--- src/rtl/debounce_pkg.sv ---
// Shared helpers for the push-button conditioner: constant width functions
// used to size the prescaler, stability and repeat counters.
package debounce_pkg;

    // Ceiling log2 for elaboration-time sizing (clog2(1) = 0).
    function automatic int clog2(input int n);
        int r;
        int v;
        r = 0;
        v = 1;
        while (v < n) begin
            v = v << 1;
            r = r + 1;
        end
        return r;
    endfunction

    // Counter width for a counter that must hold values 0..n-1, never below 1 bit.
    function automatic int cnt_w(input int n);
        return (clog2(n) < 1) ? 1 : clog2(n);
    endfunction

    // Larger of two integers.
    function automatic int imax(input int a, input int b);
        return (a > b) ? a : b;
    endfunction

    localparam int MIN_CNT_W = 1;

endpackage

--- src/rtl/debounce_chan.sv ---
// One button channel: two-flop synchroniser, tick-sampled stability filter
// and hold-to-auto-repeat counter. The sample strobe comes from the shared
// prescaler in the top level.
module debounce_chan
    import debounce_pkg::*;
#(
    parameter int STABLE     = 3,
    parameter int REPEAT_DLY = 16,
    parameter int REPEAT_PER = 4
) (
    input  logic CLK,
    input  logic RST,
    input  logic TICK,
    input  logic BTN,
    output logic LEVEL,
    output logic RISE,
    output logic FALL,
    output logic PRESS
);

    localparam int SW = cnt_w(STABLE);
    localparam int RW = cnt_w(imax(REPEAT_DLY, REPEAT_PER) + 1);

    localparam logic [SW-1:0] STAB_LAST = SW'(STABLE - 1);
    localparam logic [SW-1:0] STAB_ONE  = SW'(1);
    localparam logic [RW-1:0] REP_DLY   = RW'(REPEAT_DLY);
    localparam logic [RW-1:0] REP_PER   = RW'(REPEAT_PER);
    localparam logic [RW-1:0] REP_ONE   = RW'(1);
    localparam logic          REP_EN    = (REPEAT_DLY > 0);

    logic          sync_p0;
    logic          sync_p1;
    logic [SW-1:0] stab;
    logic [RW-1:0] rep;
    logic          differ;
    logic          accept;
    logic          rise_evt;
    logic          fall_evt;
    logic          rep_evt;

    // Decode this edge's filter and repeat events from the synchronised sample.
    always_comb begin
        differ   = (sync_p1 != LEVEL);
        accept   = TICK & differ & (stab == STAB_LAST);
        rise_evt = accept & sync_p1;
        fall_evt = accept & ~sync_p1;
        rep_evt  = REP_EN & TICK & LEVEL & ~accept & (rep == REP_ONE);
    end

    // Stage p0/p1: metastability synchroniser, clocked every cycle.
    always_ff @(posedge CLK) begin
        if (RST) begin
            sync_p0 <= 1'b0;
            sync_p1 <= 1'b0;
        end else begin
            sync_p0 <= BTN;
            sync_p1 <= sync_p0;
        end
    end

    // Stability filter: any agreeing sample restarts the count of differing ones.
    always_ff @(posedge CLK) begin
        if (RST) begin
            stab  <= '0;
            LEVEL <= 1'b0;
        end else if (TICK) begin
            if (!differ) begin
                stab <= '0;
            end else if (accept) begin
                stab  <= '0;
                LEVEL <= sync_p1;
            end else begin
                stab <= stab + STAB_ONE;
            end
        end
    end

    // Registered one-cycle event pulses; PRESS merges the press with repeats.
    always_ff @(posedge CLK) begin
        if (RST) begin
            RISE  <= 1'b0;
            FALL  <= 1'b0;
            PRESS <= 1'b0;
        end else begin
            RISE  <= rise_evt;
            FALL  <= fall_evt;
            PRESS <= rise_evt | rep_evt;
        end
    end

    // Auto-repeat countdown, armed on an accepted press and idle while released.
    always_ff @(posedge CLK) begin
        if (RST || !REP_EN) begin
            rep <= '0;
        end else if (rise_evt) begin
            rep <= REP_DLY;
        end else if (fall_evt || !LEVEL) begin
            rep <= '0;
        end else if (TICK && !accept) begin
            if (rep == REP_ONE) begin
                rep <= REP_PER;
            end else if (rep > REP_ONE) begin
                rep <= rep - REP_ONE;
            end
        end
    end

endmodule

--- src/rtl/debounce_multi.sv ---
// Multi-channel push-button conditioner: one shared sample prescaler feeding
// NCH independent debounce channels.
module debounce_multi
    import debounce_pkg::*;
#(
    parameter int NCH        = 4,
    parameter int DIV        = 2500000,
    parameter int STABLE     = 3,
    parameter int REPEAT_DLY = 16,
    parameter int REPEAT_PER = 4
) (
    input  logic           CLK,
    input  logic           RST,
    input  logic [NCH-1:0] BTNIN,
    output logic [NCH-1:0] LEVEL,
    output logic [NCH-1:0] RISE,
    output logic [NCH-1:0] FALL,
    output logic [NCH-1:0] PRESS,
    output logic           TICK
);

    localparam int PW = cnt_w(DIV);
    localparam logic [PW-1:0] CNT_LAST = PW'(DIV - 1);
    localparam logic [PW-1:0] CNT_ONE  = PW'(1);

    logic [PW-1:0] cnt;

    assign TICK = (cnt == CNT_LAST);

    // Free-running prescaler wrapping at DIV-1; TICK marks its last count.
    always_ff @(posedge CLK) begin
        if (RST) begin
            cnt <= '0;
        end else if (cnt == CNT_LAST) begin
            cnt <= '0;
        end else begin
            cnt <= cnt + CNT_ONE;
        end
    end

    for (genvar i = 0; i < NCH; i++) begin : g_chan
        debounce_chan #(
            .STABLE    (STABLE),
            .REPEAT_DLY(REPEAT_DLY),
            .REPEAT_PER(REPEAT_PER)
        ) u_chan (
            .CLK  (CLK),
            .RST  (RST),
            .TICK (TICK),
            .BTN  (BTNIN[i]),
            .LEVEL(LEVEL[i]),
            .RISE (RISE[i]),
            .FALL (FALL[i]),
            .PRESS(PRESS[i])
        );
    end

endmodule
--- config.mk ---
export PLATFORM = sky130hd
export DESIGN_NAME = debounce_multi
export DESIGN_NICKNAME = d
export VERILOG_FILES = /design/src/rtl/debounce_pkg.sv /design/src/rtl/debounce_chan.sv /design/src/rtl/debounce_multi.sv
export SDC_FILE = /design/constraint.sdc
export NUM_CORES = 1
export LEC_CHECK = 0
export ABC_AREA = 1
export BUFFER_PORTS_ARGS = -buffer_cell sky130_fd_sc_hd__buf_2
export CORE_MARGIN = 1
export CORE_UTILIZATION = 35
export DETAILED_ROUTE_END_ITERATION = 7
export SKIP_LAST_GASP = 1
export SLEW_MARGIN = 20
export SYNTH_ARGS = -nofsm -noshare
export SYNTH_HDL_FRONTEND = slang
export SYNTH_HIERARCHICAL = 1
export SYNTH_SLANG_ARGS = --single-unit
--- constraint.sdc ---
create_clock -name CLK -period 2.6 [get_ports CLK]
set_input_delay 0.52 -clock CLK [delete_from_list [all_inputs] [get_ports CLK]]
set_output_delay 0.52 -clock CLK [all_outputs]
set_load 0.05 [all_outputs]
Word level (Yosys, flattened, before mapping)
Cells that the tools add are included.
{"block": "totals", "register_bits": 74, "latch_bits": 0, "mem_bits_rw": 0, "rom_bits": 0, "inputBits": 6, "out_inout_bits": 17, "elab_cells": 176, "n_memories": 0}
{"block": "classes", "add_sub_neg": 9, "mul": 0, "n_div": 0, "n_lt_le_gt_ge": 4, "n_eq_ne": 13, "shift": 0, "n_mux": 28, "n_bitwise": 40, "reduce_logical": 45}
{"cell": "$mux 5", "n": 20}
{"cell": "$and 1x1->1", "n": 28}
{"cell": "$add 22x1->22 const B", "n": 1}
{"cell": "$eq 22x22->1 const B", "n": 1}
{"cell": "$eq 5x1->1 const B", "n": 4}
{"cell": "$gt 5x1->1 const B", "n": 4}
{"cell": "$sub 5x1->5 const B", "n": 4}
{"cell": "$mux 2", "n": 8}
{"cell": "$reduce_and 2->1", "n": 8}
{"cell": "$reduce_bool 4->1", "n": 4}
{"cell": "$reduce_and 3->1", "n": 4}
{"cell": "$reduce_bool 3->1", "n": 4}
{"cell": "$reduce_or 3->1", "n": 4}
{"cell": "$add 2x1->2 const B", "n": 4}
{"cell": "$eq 2x2->1 const B", "n": 4}
{"cell": "$logic_not 1->1", "n": 8}
{"cell": "$not 1->1", "n": 8}
{"cell": "$reduce_bool 2->1", "n": 4}
{"cell": "$logic_and 1x1->1", "n": 4}
{"cell": "$logic_or 1x1->1", "n": 4}
{"cell": "$ne 1x1->1", "n": 4}
{"cell": "$or 1x1->1", "n": 4}
{"cell": "$reduce_or 2->1", "n": 1}

Logic depth before layout (Yosys ltp)
{"block": "depth", "ltp_word": 8, "depth_mapped": 15, "ltp_nobuf": 14}

By module
Netlist, hierarchy kept.
{"mod": "debounce_chan", "instances": 4, "cells_per_inst": 114, "area_per_inst_um2": 723.2, "seq_area_each_um2": 260.2}
{"mod": "debounce_multi", "instances": 1, "cells_per_inst": 169, "area_per_inst_um2": 1211.2, "seq_area_each_um2": 440.4}

Worst setup path after synthesis
No wires, ideal clock.
{"block": "synth_path", "kind": "flip-flop to flip-flop", "startpoint": "register cnt[0]", "endpoint": "register g_chan[0].u_chan.rep[4]", "setup_time_ps": 111, "arrival_ps": 2144, "required_ps": 2489, "path_slack_ps": 345, "stages_incl_launch_ff": 14, "n_path_buf": 1, "period_less_slack_ps": 2255, "path_cell_list": "dfxtp_1 ha_1 nand3_2 nor2_2 nand3_4 inv_1 buf_6 inv_2 a21oi_2 nand3_4 nand3_1 nand2_1 nor2_1 nor2_1"}
{"block": "synth_via", "elab_chain_cells": 7, "elab_cells_between_ends": 13, "classes_between": "1 x eq/ne; 2 x mux; 4 x bitwise; 6 x reduce/logical"}
{"item": "start: declaration", "line_no": "debounce_multi.sv:26", "rtl": "logic [PW-1:0] cnt;"}
{"item": "start signal: assignment", "line_no": "debounce_multi.sv:37", "rtl": "cnt <= cnt + CNT_ONE;"}
{"item": "$eq 22x22->1 (*)", "line_no": "debounce_multi.sv:28", "rtl": "assign TICK = (cnt == CNT_LAST);"}
{"item": "net TICK", "line_no": "debounce_multi.sv:19", "rtl": "output logic TICK"}
{"item": "$and 1x1->1 (2 in a row)", "line_no": "debounce_chan.sv:44", "rtl": "accept = TICK & differ & (stab == STAB_LAST);"}
{"item": "$and 1x1->1 / $logic_not 1->1 (equally long branches)", "line_no": "debounce_chan.sv:46, debounce_chan.sv:99"}
{"item": "$logic_or 1x1->1 / $logic_and 1x1->1 (equally long branches)", "line_no": "debounce_chan.sv:97, debounce_chan.sv:99"}
{"item": "$reduce_bool 4->1 (no source line), or another cell as far along"}
{"item": "$reduce_and 2->1 (no source line) / $mux 5 (equally long branches)"}
{"item": "end signal: assignment", "line_no": "debounce_chan.sv:103", "rtl": "rep <= rep - REP_ONE;"}
{"item": "end: declaration", "line_no": "debounce_chan.sv:34", "rtl": "logic [RW-1:0] rep;"}
Mark *: on every way through the listed nets, which the timed path passes. The rest lies on a longest branch.
A chain may end at the register's enable or synchronous reset.

Worst setup path after layout
{"block": "layout_path", "startpoint": "register cnt[0]", "endpoint": "output TICK"}
{"block": "layout_via", "elab_chain_cells": 1}
{"item": "$eq 22x22->1", "line_no": "debounce_multi.sv:28"}
{"item": "end: declaration", "line_no": "debounce_multi.sv:19"}
No other way between the ends.

==> results.yml <==
outcome:
  outcome: "complete, no violations"
yosys:
  synth_nets: 640
  yosysUniqueCellTypes: 28
  ys_seq_area_frac: 0.361
  syn-instance-count: 625
  synth-main-ff-cell: "dfxtp_1"
  synth_edf_count: 0
  synth.area.top_cells: "dfxtp_1 (36%), nand2_1 (15%), nor2_1 (11%)"
  synth-seq-cells: 74
  yosysWarningCount: 6
  netlist_area_um2: 4100
  async_reset_ff_frac: 0
  postSynthAreaPerCell_um2: 6.57
  synth_most_common_cell: "nand2_1"
  synth_top_cell_by_area: "dfxtp_1"
  synth_common_cells: "nand2_1 (168), nor2_1 (115), inv_1 (82), dfxtp_1 (74), nand3_1 (43)"
  yosysTopAreaCellShare: 0.361
floorplan:
  chipHeight_um: 110
  start_util: 0.359
  die_w_um: 110
  coreArea_um2: 11400
  die-area_um2: 12200
  num_rows: 39
  io_pins: 23
placement:
  dp_hpwl_um: 6190
  gp_congestion: 0.837
  io_buffers: 22
hold_path:
  min-delay-start: "BTNIN[2]"
  min_to: "g_chan[2].u_chan/sync_p0$_SDFF_PP0_"
  hold_path_class: "in -> reg"
  whs_path_depth: 3
critical_path:
  r2r_end: "g_chan[1].u_chan/rep[0]$_SDFFE_PP0P_"
  critPathSlowestCell: "dfxtp_1"
  crit_buf_inv: 2
  worstRegToRegCells: 12
  critPathTopFamily: "buffers and inverters"
  endpoint_kind: "output pin"
  critPathKind: "reg -> out"
  crit_required_ns: 2.08
  reg2reg_from: "cnt[0]$_SDFF_PP0_"
  r2r_setup_slack_ns: 0.42
  crit_arrival_ns: 1.86
  max_stage_delay_ns: 0.38
  path_max_fanout: 7
  start_kind: "flip-flop"
  crit_chain: "ha_1 > nand3_2 > nor2_2 > nand3_4 > inv_1 > buf_2"
sta:
  worst_pin_slew_ns: 0.302
  slew_headroom: 0.798
  setup_tns_ns: 0
  period_needed_ns: 2.38
  setup_viol: 0
  finalCritPeriodShare: 0.916
  fin_skew_ns: 0.0104
  drv_slew: 0
  rsz0062_at_grt: "no"
  fmax_ghz: 0.420
  final-hold-violation-count: 0
drt:
  firstDrtPassIters: 4
  vias_per_cell: 4.59
  drt_iter0_markers: 195
  wl_per_cell_um: 10.2
  vias: 3697
  drc: 0
  routed_wl_um: 8200
  final_antenna_net_count: 0
final_layout:
  nets: 673
  drive_gt1_frac: 0.157
  antenna_cells: 0
  areaGrowthSynthToFinish_pct: 13.8
cts:
  cts_buffers: 9
  cts.path.max_buffers: 2
  cts.hold.buffers_added: 0
  htree_levels: 3
  cts_tree: "built"
  cts_root_buffer: "clkbuf_16"
  numClockSinks: 74
  clk_pin_slew_ns: 0.06
  post_cts_buffers: 0
  clkLatencyLatePin_ns: 0.33
  cts_resized: 0
pwr:
  p_per_area_nw_per_um2: 526
  finalPower_mw: 2.45
  leakage_nw: 2.00
  peakVddDrop_v: 0.000394
global_routing:
  grt_util_all_layers: 0.143
  grt_pass1_vias: 3305
  grt_pass1_wl_um: 13800
  grt.overflow.total: 0
  antenna_found_initial: 0
  grt_max_degree: 18
job:
  cap_violations: 0
state kept, by name (all words and copies together), names as in the netlist:
| signal | count |
|---|---|
| cnt | 22 |
| g_chan.u_chan/rep | 20 |
| g_chan.u_chan/stab | 8 |
| g_chan.u_chan/FALL | 4 |
| g_chan.u_chan/LEVEL | 4 |
| g_chan.u_chan/PRESS | 4 |
| g_chan.u_chan/RISE | 4 |
| g_chan.u_chan/sync_p0 | 4 |
| g_chan.u_chan/sync_p1 | 4 |
per-layer routing:
| metal | GRT usage | routed length, um |
|---|---|---|
| met4 | 0.0442 | 90 |
| met3 | 0.0447 | 344 |
| met2 | 0.248 | 3860 |
| met5 | 0 | 0 |
| met1 | 0.167 | 3900 |
cell type report:
class / instances / area (um2)
Clock buffer: 10 / 239
Clock inverter: 6 / 63.8
Fill cell: 1179 / 6750
Inverter: 94 / 353
Multi-Input combinational cell: 452 / 2200
Sequential cell: 74 / 1480
Tap cell: 143 / 179
Timing Repair Buffer: 27 / 148
cell families after synthesis:
kind of cell    share of synthesized area
fa+ha+maj                          0.0274
buf+inv                             0.102
xor+xnor                           0.0213
flops                               0.361
simple gates                        0.420
compound gates                     0.0683
worst reg2reg max path, stage by stage, from the launching register on:
cell and delay (ns):
dfxtp_1 0.38, ha_1 0.24, nand3_2 0.12, nor2_2 0.16
nand3_4 0.14, inv_1 0.18, buf_4 0.22, buf_4 0.17
o21ai_1 0.07, nor2_1 0.19, nand2_1 0.10, nand2_1 0.07
nor2_1 0.04
report_power, final:
| part | internal (mW) | switching [mW] | leakage (nW) | total [mW] |
|---|---|---|---|---|
| sequential | 1.14 | 0.0103 | 0.598 | 1.15 |
| combinational | 0.0165 | 0.0332 | 1.26 | 0.0497 |
| clock | 0.768 | 0.481 | 0.145 | 1.25 |
through the flow:
stage                     instance area, um2  utilization  cells  hold slack (ns)  worst slack, ns
after global placement                  4370        0.382    790            0.395            0.502
after global routing                    4670        0.409    806            0.399           0.0236
final                                   4670        0.409    806            0.394            0.220
after detailed placement                4370        0.382    790            0.395            0.438
after CTS                               4670        0.409    806            0.382            0.189
after floorplan                         4100            -    625            0.388            0.345
cell usage in the layout (no fill, tap or decap), drive strengths merged, types with 3 or more instances in the layout:
cell type	netlist	routed
o21ai	12	12
nand3	53	53
nor3	6	6
clkbuf	0	10
a21oi	36	36
a31oi	4	4
inv	94	95
nor2	138	138
nand2	179	179
buf	5	27
xor2	3	3
ha	9	9
dfxtp	74	74
xnor2	7	7
how the worst max path moves through the flow:
stage	end	from	depth (start not counted)	slack [ns]
3_5_place_dp	g_chan[1].u_chan/rep[0]$_SDFFE_PP0P_	cnt[0]$_SDFF_PP0_	12	0.44
5_1_grt	TICK	cnt[0]$_SDFF_PP0_	6	0.02
2_1_floorplan	g_chan[0].u_chan/rep[4]$_SDFFE_PP0P_	cnt[0]$_SDFF_PP0_	13	0.34
3_3_place_gp	g_chan[2].u_chan/rep[4]$_SDFFE_PP0P_	cnt[0]$_SDFF_PP0_	13	0.50
4_1_cts	TICK	cnt[0]$_SDFF_PP0_	6	0.19
6_report	TICK	cnt[0]$_SDFF_PP0_	6	0.22
Note: power is estimated with default switching activity, not from simulation.
